==> config.mk <==
export PLATFORM = sky130hd
export DESIGN_NAME = hs32_sram
export DESIGN_NICKNAME = d
export VERILOG_FILES = /design/src/rtl/hs32_sram.sv
export SDC_FILE = /design/constraint.sdc
export NUM_CORES = 1
export LEC_CHECK = 0
export CAP_MARGIN = 20
export CORE_UTILIZATION = 30
export CTS_BUF_LIST = sky130_fd_sc_hd__clkbuf_8
export DETAILED_ROUTE_END_ITERATION = 10
export PLACE_DENSITY = 0.6
export SYNTH_ARGS = -nofsm -noshare
export SYNTH_HDL_FRONTEND = slang
export SYNTH_SLANG_ARGS = --single-unit
==> constraint.sdc <==
create_clock -name clk -period 2.7 [get_ports clk]
set_input_delay 0.27 -clock clk [delete_from_list [all_inputs] [get_ports clk]]
set_output_delay 0.27 -clock clk [all_outputs]
set_load 0.05 [all_outputs]
==> src/rtl/hs32_sram.sv <==
// hs32_sram: 32-bit request port to a 16-bit asynchronous SRAM.
// Each request becomes two half-word accesses: LO (bits [15:0]) and then HI (bits [31:16]).
// Every SRAM-facing output and every initiator-facing output is a flop.
// The next value of each output flop is taken from the next state, so the
// strobes line up exactly with the state the FSM is in during that cycle.
module hs32_sram #(
    parameter int unsigned WAIT = 1,   // strobe cycles per half-word, 1..15
    parameter int unsigned AW   = 18   // SRAM half-word address width
) (
    input  logic          clk,
    input  logic          reset,
    input  logic [31:0]   addr,
    input  logic          rw,
    input  logic [31:0]   dtw,
    input  logic          valid,
    output logic [31:0]   dtr,
    output logic          done,
    output logic [AW-1:0] sram_addr,
    output logic          sram_ce_n,
    output logic          sram_oe_n,
    output logic          sram_we_n,
    output logic [15:0]   sram_dq_o,
    input  logic [15:0]   sram_dq_i,
    output logic          sram_dq_oe
);

    localparam int unsigned CW = 4;
    localparam int unsigned WW = AW - 1;

    typedef enum logic [1:0] {
        IDLE = 2'd0,
        LO   = 2'd1,
        HI   = 2'd2,
        DONE = 2'd3
    } state_t;

    state_t          state_q, state_d;
    logic [CW-1:0]   cnt_q, cnt_d;
    logic [WW-1:0]   word_q, word_d;
    logic            rw_q, rw_d;
    logic [31:0]     dtw_q, dtw_d;
    logic [15:0]     lo_q, lo_d;
    logic [31:0]     dtr_q, dtr_d;
    logic            done_q, done_d;
    logic [AW-1:0]   sram_addr_q, sram_addr_d;
    logic            ce_n_q, ce_n_d;
    logic            oe_n_q, oe_n_d;
    logic            we_n_q, we_n_d;
    logic [15:0]     dq_o_q, dq_o_d;
    logic            dq_oe_q, dq_oe_d;
    logic            active_d;

    // Byte-lane and aliased upper address bits are deliberately dropped.
    logic unused_addr;
    assign unused_addr = ^{addr[31:AW+1], addr[1:0]};

    // Next state, request latch, phase counter and read-data capture.
    always_comb begin
        state_d = state_q;
        cnt_d   = cnt_q;
        word_d  = word_q;
        rw_d    = rw_q;
        dtw_d   = dtw_q;
        lo_d    = lo_q;
        dtr_d   = dtr_q;
        case (state_q)
            IDLE: begin
                if (valid) begin
                    state_d = LO;
                    cnt_d   = CW'(WAIT);
                    word_d  = addr[AW:2];
                    rw_d    = rw;
                    dtw_d   = dtw;
                end
            end
            LO: begin
                if (cnt_q == CW'(0)) begin
                    state_d = HI;
                    cnt_d   = CW'(WAIT);
                    if (!rw_q) begin
                        lo_d = sram_dq_i;
                    end
                end else begin
                    cnt_d = cnt_q - CW'(1);
                end
            end
            HI: begin
                if (cnt_q == CW'(0)) begin
                    state_d = DONE;
                    if (!rw_q) begin
                        dtr_d = {sram_dq_i, lo_q};
                    end
                end else begin
                    cnt_d = cnt_q - CW'(1);
                end
            end
            DONE: begin
                state_d = IDLE;
            end
            default: begin
                state_d = IDLE;
            end
        endcase
    end

    // Output flop inputs, derived from the state the FSM is about to enter.
    always_comb begin
        active_d    = (state_d == LO) || (state_d == HI);
        done_d      = (state_d == DONE);
        ce_n_d      = !active_d;
        oe_n_d      = !(active_d && !rw_d);
        dq_oe_d     = active_d && rw_d;
        // Final cycle of a write phase is a hold cycle with we_n released.
        we_n_d      = !(active_d && rw_d && (cnt_d != CW'(0)));
        sram_addr_d = sram_addr_q;
        dq_o_d      = dq_o_q;
        if (active_d) begin
            sram_addr_d = {word_d, (state_d == HI)};
            dq_o_d      = (state_d == HI) ? dtw_d[31:16] : dtw_d[15:0];
        end
    end

    // State and output registers with synchronous active-low reset.
    always_ff @(posedge clk) begin
        if (!reset) begin
            state_q     <= IDLE;
            cnt_q       <= '0;
            word_q      <= '0;
            rw_q        <= 1'b0;
            dtw_q       <= '0;
            lo_q        <= '0;
            dtr_q       <= '0;
            done_q      <= 1'b0;
            sram_addr_q <= '0;
            ce_n_q      <= 1'b1;
            oe_n_q      <= 1'b1;
            we_n_q      <= 1'b1;
            dq_o_q      <= '0;
            dq_oe_q     <= 1'b0;
        end else begin
            state_q     <= state_d;
            cnt_q       <= cnt_d;
            word_q      <= word_d;
            rw_q        <= rw_d;
            dtw_q       <= dtw_d;
            lo_q        <= lo_d;
            dtr_q       <= dtr_d;
            done_q      <= done_d;
            sram_addr_q <= sram_addr_d;
            ce_n_q      <= ce_n_d;
            oe_n_q      <= oe_n_d;
            we_n_q      <= we_n_d;
            dq_o_q      <= dq_o_d;
            dq_oe_q     <= dq_oe_d;
        end
    end

    assign dtr        = dtr_q;
    assign done       = done_q;
    assign sram_addr  = sram_addr_q;
    assign sram_ce_n  = ce_n_q;
    assign sram_oe_n  = oe_n_q;
    assign sram_we_n  = we_n_q;
    assign sram_dq_o  = dq_o_q;
    assign sram_dq_oe = dq_oe_q;

endmodule

== After elaboration in Yosys (flattened, before gate mapping) ==
Cells that the tools add are included.

* Logic and storage cells: 50
* Output and inout bits: 71
* Input bits: 84
* Bits in registers: 143

* Equality and inequality tests: 6
* Multiplexer cells: 15
* Bitwise gates (word level): 1
* Reductions and logical operators: 13
* Add/sub/neg operators: 1

{| class="wikitable"
|+ Operators with widths
! cell !! count
|-
| $mux 32 || 2
|-
| $mux 17 || 2
|-
| $mux 16 || 1
|-
| $mux 4 || 3
|-
| $pmux 4 s3 || 1
|-
| $eq 2x2->1 const B || 4
|-
| $pmux 2 s4 || 1
|-
| $mux 2 || 3
|-
| $reduce_and 3->1 || 2
|-
| $eq 2x1->1 const B || 2
|-
| $logic_not 1->1 || 4
|-
| $logic_not 4->1 || 1
|-
| $reduce_bool 4->1 || 1
|-
| $sub 4x1->4 const B || 1
|-
| $logic_and 1x1->1 || 3
|-
| $logic_not 2->1 || 1
|-
| $mux 1 || 2
|-
| $logic_or 1x1->1 || 1
|-
| $not 1->1 || 1
|}

== Depth between registers and ports, before layout ==
Gate-level depths: netlist (run 1).

* Depth after elaboration: 8
* Mapped depth: 12
* Depth with buffers taken out: 11

== Least setup slack after synthesis (run 1) ==
Ideal clock, no wire load.

* Path type: register to register
* Start point: register cnt_q[0]
* End point: register dq_o_q[10], in the netlist sram_dq_o[10]
* Library setup time: 0.140 ns
* Arrival: 2.337 ns
* Clock period less this slack: 2.478 ns
* Slack: 0.222 ns
* Buffers on the path: 2
* Stages on the path, launching flop included: 11
* Required time: 2.560 ns
* Cell sequence: dfxtp_1 -> inv_1 -> ha_1 -> nor3b_4 -> nand2_1 -> o21ai_0 -> ha_1 -> buf_2 -> buf_1 -> mux2i_1 -> mux2i_1

* Word-level cells in the longest chain between the ends: 5
* Elaborated cells on any way between the ends: 8
* Those cells by class: 2 x eq/ne; 4 x mux; 2 x reduce/logical

{| class="wikitable"
|+ RTL lines
! item !! line !! RTL
|-
| start, declared || 38 || <nowiki>logic [CW-1:0] cnt_q, cnt_d;</nowiki>
|-
| start signal, assigned || 142 || <nowiki>cnt_q <= cnt_d;</nowiki>
|-
| $logic_not 4->1 * || 77, 88 ||
|-
| $mux 2 (on tied branches) || 88, 77 ||
|-
| $pmux 2 s4 * || 66 || <nowiki>case (state_q)</nowiki>
|-
| named net state_d[1] || 37 || <nowiki>state_t state_q, state_d;</nowiki>
|-
| $eq 2x2->1 / $eq 2x1->1 (equally long branches) || 108, 119 ||
|-
| $mux 16 / $logic_or 1x1->1 (equally long branches) || 119, 108 ||
|-
| end signal, assigned || 153 || <nowiki>dq_o_q <= dq_o_d;</nowiki>
|-
| end, declared || 49 || <nowiki>logic [15:0] dq_o_q, dq_o_d;</nowiki>
|}

Mark *: on every way through the listed nets, which the timed path passes. The rest lies on a longest branch.
A chain may end at the register's enable or synchronous reset.

== Worst setup path after layout (run 1) ==
* Start point: register cnt_q[1]
* End point: register dq_o_q[11], in the netlist sram_dq_o[11]

The elaborated chain is that of the path after synthesis.

==> results of run 1 <==
[metal layers]
layer	wire, um	vias up
met3	1124	11
met2	6100	134
met4	152	0
li1	-	2230
met1	5992	2079
met5	0	-
[area by class of cell]
cell class              count  area share
clock buffers              18     0.03240
clock inverters            14     0.02176
inverters                   5    0.002455
multi-input cells         408      0.3315
flip-flops and latches    143      0.3744
well taps                 229     0.03747
repair buffers            151      0.2000
[cells in the mapped netlist]
| cell | count |
|---|---|
| or3b_1 | 1 |
| nand2b_1 | 3 |
| and2_1 | 7 |
| a21boi_2 | 8 |
| o41ai_1 | 1 |
| nor3_1 | 1 |
| nand4b_1 | 1 |
| clkbuf_1 | 20 |
| or3_1 | 4 |
| buf_1 | 3 |
| nor2b_1 | 25 |
| maj3_1 | 1 |
| mux2i_1 | 55 |
| a31oi_1 | 1 |
| buf_2 | 7 |
| nor3_2 | 2 |
| a41oi_1 | 1 |
| o31ai_1 | 1 |
| o211a_1 | 17 |
| a21boi_0 | 8 |
| inv_2 | 1 |
| nor2_1 | 2 |
| inv_1 | 4 |
| dfxtp_1 | 143 |
| ha_1 | 4 |
| a21oi_1 | 2 |
| buf_8 | 1 |
| a211o_1 | 1 |
| nor3b_4 | 2 |
| buf_6 | 9 |
| a21boi_1 | 60 |
| buf_4 | 4 |
| nand3_1 | 3 |
| nor4_1 | 1 |
| o21ai_0 | 5 |
| nand2_1 | 191 |
[power groups by stage]
stage                     clock, W  combinational [W]  sequential (W)
after floorplan                  0            0.00159         0.00348
after global placement           0            0.00328         0.00276
after detailed placement         0            0.00334         0.00277
after CTS                  0.00181            0.00335         0.00273
after global routing       0.00191            0.00356         0.00278
final                      0.00175            0.00330         0.00273
[logic make-up after synthesis]
group | Yosys count | synth area share
simple gates | 243 | 0.1885
mux | 55 | 0.09700
buf+inv | 49 | 0.05048
fa+ha+maj | 5 | 0.01058
flops | 143 | 0.5044
compound gates | 105 | 0.1490
[repair_timing]
action	in CTS	in global routing
resized for setup	0	1
setup buffers	0	0
endpoints found under the setup margin	0	1
[worst min-delay path: stages]
cell and delay, ns:
clkdlybuf4s50_1 0.39, nand2_1 0.06, a21boi_1 0.06
[flip-flops by register name (all words and copies together), names as in the netlist]
register / count
cnt_q: 4
done: 1
dtr: 32
dtw_q: 32
lo_q: 16
rw_q: 1
sram_addr: 18
sram_ce_n: 1
sram_dq_o: 16
sram_dq_oe: 1
sram_oe_n: 1
sram_we_n: 1
state_q: 2
word_q: 17
[cell usage in the layout (no fill, tap or decap), types with 8 or more instances in the layout]
| cell type | instances |
|---|---|
| a21boi_0 | 8 |
| a21boi_1 | 60 |
| a21boi_2 | 8 |
| buf_4 | 9 |
| clkbuf_8 | 18 |
| clkdlybuf4s50_1 | 138 |
| dfxtp_1 | 143 |
| mux2i_1 | 55 |
| nand2_1 | 191 |
| nor2b_1 | 25 |
| o211a_1 | 17 |
[how the worst min path moves through the flow]
stage / slack (ns) / to / cells past startpoint / from
after floorplan: 0.40 / lo_q[10]$_SDFFE_PN0P_ / 2 / sram_dq_i[10]
after global placement: 0.43 / dtr[7]$_SDFFE_PN0P_ / 2 / lo_q[7]$_SDFFE_PN0P_
after detailed placement: 0.44 / dtr[10]$_SDFFE_PN0P_ / 2 / lo_q[10]$_SDFFE_PN0P_
after CTS: 0.36 / dtw_q[18]$_SDFF_PN0_ / 3 / dtw[18]
after global routing: 0.38 / dtw_q[4]$_SDFF_PN0_ / 3 / dtw[4]
final: 0.40 / dtw_q[28]$_SDFF_PN0_ / 3 / dtw[28]
[through the flow]
step / worst slack, ns / utilization / area [um2]
6_report: 0.3573 / 0.4185 / 7646
5_1_grt: 0.1133 / 0.4185 / 7646
4_1_cts: 0.1991 / 0.4185 / 7646
3_5_place_dp: 0.2154 / 0.3958 / 7232
3_3_place_gp: 0.3044 / 0.3958 / 7232
2_1_floorplan: 0.2223 / - / 5675
==> impl_metrics.csv, run 1 <==
group,metric,value,unit
floorplan,die_w,139.5,um
synth,synthesis.yosys.warnings,0,
grt,gr-usage-met1,0.1698,
floorplan,coreArea,18270,um2
timing,slew_violations,0,
worst_setup_path,r2r_slack,0.36,ns
grt,track_usage,0.1423,
grt,grt.overflow.total,0,
worst_setup_path,arrival,2.65,ns
worst_setup_path,slowest_stage,"dfxtp_1",
synth,synth_seq_cells,143,
placed_design,io_buffers,139,
cts,tritoncts,"built",
detailed_routing,wl_per_cell,13.81,um
synth,syn_nets,688,
worst_setup_path,crit_buf_inv,2,
synth,synth_area_leader_cell,"dfxtp_1",
timing,period_share,0.8677,
power,netSwitchingFraction,0.3897,
timing,setup_tns,0,ns
final_layout,antenna_cells,0,
timing,holdWs,0.3960,ns
grt,antenna_found_initial,0,
worst_setup_path,crit_chain,"inv_1 > ha_1 > nor3b_4 > nand2_1 > o21ai_1 > ha_1 > buf_12 > mux2i_1 > mux2i_1",
synth,synth_area_leaders,"dfxtp_1 (50%), nand2_1 (13%), mux2i_1 (9.7%)",
cts,cts.sinks,143,
grt,gr-usage-met2,0.2282,
cts,path_clk_slew,0.08,ns
detailed_routing,dr.pass1.iters,5,
worst_setup_path,cpPeakStageDelay,0.35,ns
floorplan,die_h,139.5,um
cts,cts_hold_buffers,0,
detailed_routing,ant_nets,0,
detailed_routing,vias,4454,
synth,synth.avg_cell_area,9.459,um2
power,clkPwrFrac,0.225,
cts,cts_buffer_depth,2,
worst_setup_path,cp_num_cells,9,
worst_setup_path,cp_max_fo,17,
grt,top_usage_layer,"met2",
worst_setup_path,r2r_end,"sram_dq_o[11]$_SDFFE_PN0N_",
synth,yosysSeqAreaShare,0.5044,
synth,ys_types,36,
worst_setup_path,r2r_start,"cnt_q[1]$_SDFF_PN0_",
synth,syn_inst,600,
detailed_routing,drt_iter0_markers,137,
synth,synth_top_area_share,0.5044,
floorplan,ios,155,
worst_setup_path,end_kind,"flop",
cts,cts-root-buf,"clkbuf_8",
floorplan,die-area,19470,um2
worst_setup_path,critical_path_class,"reg -> reg",
synth,netlist_area,5675,um2
grt,grt_pass1_vias,4449,
power,total_power,0.007779,W
placed_design,hpwl,9.325,mm
final_layout,regArea,2863,um2
worst_setup_path,crit_family,"simple AND/OR/NAND/NOR gates",
timing,fmax,426.9,MHz
grt,grt_pass1_wl,21.96,mm
power,p_comb_frac,0.424,
detailed_routing,drc_errors,0,
power,switching_power,0.003032,W
timing,slew-limit-headroom,0.5461,
timing,rsz0062_at_grt,"false",
worst_setup_path,startpoint,"cnt_q[1]$_SDFF_PN0_",
power,power_frac_seq,0.351,
power,power_leakage,2.959,nW
power,cellInternalPower,0.004748,W
flow_run,cap_violations,0,
worst_setup_path,cp-endpoint,"sram_dq_o[11]$_SDFFE_PN0N_",
worst_setup_path,ff2ff_path_depth,9,
final_layout,stdcell_count,968,
worst_setup_path,worst_setup_path_start_kind,"flop",
floorplan,initial_core_util,0.3106,
floorplan,num_rows,49,
cts,cts_buffers,17,
final_layout,multi_input_area,2535,um2
timing,tightest_slew,0.6809,ns
final_layout,synthToLayoutAreaGrowth,34.72,%
cts,htree_levels,4,
detailed_routing,drt-total-wl,13.37,mm
power,worst_ir_drop_vdd,0.6441,mV
detailed_routing,via_per_inst,4.601,
min_path,min_path_type,"in -> reg",
placed_design,dp_cells,936,
final_layout,nNetsFinal,814,
cts,clkLatencyLatePin,0.44,ns
timing,finalCriticalPeriod,2.343,ns
grt,grtUsageMet3,0.05884,
final_layout,drive_above_1_share,0.07713,
final_layout,n_fill_cell,1773,
placed_design,gp_congestion,0.7647,
power,power_density,1017,nW/um2
status,outcome,"completed",
grt,grt_max_degree,82,
worst_setup_path,required,3.01,ns
timing,setup-violations-final,0,
timing,fin_worst_skew,0.01513,ns
timing,hold_violations,0,
Note: power is estimated with default switching activity, not from simulation.
==> run 2: changes to the inputs <==
- CTS_CLUSTER_SIZE: not set -> 28
==> results of run 2 <==
Same layout as run 1: the final DEF is identical, and so are final timing and power.
==> run 3: changes to the inputs <==
- GPL_TIMING_DRIVEN: not set -> 0
- SKIP_CTS_REPAIR_TIMING: not set -> 1
- clock period: 2.7 -> 3 ns (I/O delays scaled with it)
==> run 3 against run 2 <==
Against the previous run:
- total power down 9.2%
- via count down 0.36%
- combinational power down 9.7%
- non-clock buffer count up 30
- routed wire length up 7.5%
- die area unchanged
- maximum frequency down 11%
- clock power down 5%
- register-to-register slack about the same
- highest routed layer unchanged
==> impl_metrics.csv, run 3 (synthesized netlist as in run 1, its figures left out) <==
group,metric,value,unit
detailed_routing,wl_per_cell,14.40,um
floorplan,die_w,139.5,um
detailed_routing,ant_nets,0,
detailed_routing,via_per_inst,4.447,
detailed_routing,drc_errors,0,
cts,cts_buffer_depth,2,
power,worst_ir_drop_vdd,0.7376,mV
worst_setup_path,ff2ff_path_depth,9,
grt,top_usage_layer,"met2",
grt,antenna_found_initial,1,
final_layout,final_cell_mix,"nand2_1 (191), dfxtp_1 (143), clkdlybuf4s50_1 (139)",
status,outcome,"completed",
floorplan,die-area,19470,um2
floorplan,die_h,139.5,um
floorplan,ios,155,
worst_setup_path,cp_max_fo,17,
cts,clkLatencyLatePin,0.45,ns
timing,holdWs,0.4102,ns
cts,tritoncts,"built",
power,power_density,907.5,nW/um2
timing,fin_worst_skew,0.009229,ns
grt,grt_pass1_wl,22.67,mm
worst_setup_path,arrival,2.96,ns
worst_setup_path,end_kind,"flop",
worst_setup_path,crit_buf_inv,2,
cts,cts.sinks,143,
final_layout,n_fill_cell,1839,
timing,rsz0062_at_grt,"false",
detailed_routing,dr.pass1.iters,4,
min_path,hold_path_depth,3,
grt,grtUsageMet3,0.06745,
worst_setup_path,crit_chain,"inv_1 > ha_1 > nor3b_4 > nand2_1 > o21ai_1 > ha_1 > buf_2 > mux2i_1 > mux2i_1",
cts,path_clk_slew,0.08,ns
final_layout,regArea,2863,um2
worst_setup_path,r2r_slack,0.37,ns
power,total_power,0.007063,W
min_path,holdPathEnd,"dtw_q[25]$_SDFF_PN0_",
final_layout,mostFrequentLayoutCell,"nand2_1",
power,power_leakage,3.054,nW
flow_run,cap_violations,0,
worst_setup_path,worst_setup_path_start_kind,"flop",
grt,grt_max_degree,17,
grt,track_usage,0.1517,
floorplan,initial_core_util,0.3106,
final_layout,multi_input_area,2526,um2
timing,finalCriticalPeriod,2.635,ns
worst_setup_path,required,3.33,ns
min_path,min_path_type,"in -> reg",
cts,cts_buffers,17,
timing,fmax,379.6,MHz
detailed_routing,drt_iter0_markers,151,
timing,setup-violations-final,0,
grt,grt_pass1_vias,4331,
timing,slew-limit-headroom,0.6182,
floorplan,coreArea,18270,um2
cts,cts-root-buf,"clkbuf_8",
detailed_routing,vias,4438,
placed_design,hpwl,10.50,mm
worst_setup_path,crit_family,"buffers and inverters",
final_layout,nNetsFinal,844,
worst_setup_path,cpPeakStageDelay,0.47,ns
cts,htree_levels,4,
placed_design,gp_congestion,0.7720,
floorplan,num_rows,49,
worst_setup_path,r2r_end,"sram_dq_o[12]$_SDFFE_PN0N_",
timing,slew_violations,0,
min_path,min-delay-start,"dtw[25]",
worst_setup_path,slowest_stage,"buf_2",
grt,grt.overflow.total,0,
worst_setup_path,r2r_start,"cnt_q[1]$_SDFF_PN0_",
worst_setup_path,critical_path_class,"reg -> reg",
placed_design,io_buffers,139,
timing,hold_violations,0,
detailed_routing,drt-total-wl,14.37,mm
grt,gr-usage-met2,0.2327,
timing,period_share,0.8782,
final_layout,synthToLayoutAreaGrowth,37.13,%
final_layout,drive_above_1_share,0.08464,
timing,tightest_slew,0.5727,ns
grt,gr-usage-met1,0.1883,
[run 3: cell count changes in the layout (fill, tap and decap cells not counted), moves of 3 or more]
cell,previous run,this run
clkbuf_2,0,3
buf_2,0,7
buf_6,0,9
buf_4,9,4
clkinvlp_4,5,2
clkbuf_1,0,17
buf_12,4,0
[run 3: final cells by class]
class	count	area share
diodes	1	0.0003215
plain buffers	42	0.03392
clock buffers	19	0.03360
clock inverters	12	0.02170
inverters	5	0.002412
multi-input cells	408	0.3246
flip-flops and latches	143	0.3678
well taps	229	0.03682
repair buffers	139	0.1788
[run 3: metrics by stage]
stage / util / setup slack, ns / instances / setup TNS, ns / instance area [um2]
after floorplan: - / 0.5223 / 600 / 0 / 5675
after global placement: 0.4025 / -0.1906 / 968 / -0.9683 / 7353
after detailed placement: 0.4025 / -0.1900 / 968 / -1.068 / 7353
after CTS: 0.4260 / -0.2047 / 999 / -1.195 / 7784
after global routing: 0.4258 / 0.1386 / 997 / 0 / 7780
final: 0.4260 / 0.3655 / 998 / 0 / 7782
[run 3: tightest hold or removal path: cells and delay by family]
family                 cells  cell delay [ns]
AOI/OAI and AO/OA          1             0.06
and+or+nand+nor            1             0.06
buffers and inverters      1             0.39
[run 3: metal layers]
layer / wire length [um] / vias to the layer above / share of wire
li1: - / 2292 / -
met4: 173 / 0 / 0.012
met5: 0 / - / 0
met2: 6298 / 124 / 0.44
met3: 1227 / 16 / 0.085
met1: 6672 / 2006 / 0.46
[run 3: worst max-delay path by stage]
stage,start,end,cells after the start
after detailed placement,cnt_q[0]$_SDFF_PN0_,sram_dq_o[12]$_SDFFE_PN0N_,10
after CTS,cnt_q[0]$_SDFF_PN0_,sram_dq_o[12]$_SDFFE_PN0N_,10
after floorplan,cnt_q[0]$_SDFF_PN0_,sram_dq_o[10]$_SDFFE_PN0N_,10
final,cnt_q[1]$_SDFF_PN0_,sram_dq_o[12]$_SDFFE_PN0N_,9
after global routing,cnt_q[0]$_SDFF_PN0_,sram_dq_o[12]$_SDFFE_PN0N_,9
after global placement,cnt_q[0]$_SDFF_PN0_,sram_dq_o[11]$_SDFFE_PN0N_,10
[run 3: power breakdown]
| part | internal, W | switching [W] | leakage (nW) |
|---|---|---|---|
| sequential | 0.00226 | 0.000162 | 1.17 |
| combinational | 0.00113 | 0.00185 | 1.66 |
| clock | 0.000939 | 0.000723 | 0.222 |
| total | 0.00433 | 0.00274 | 3.05 |
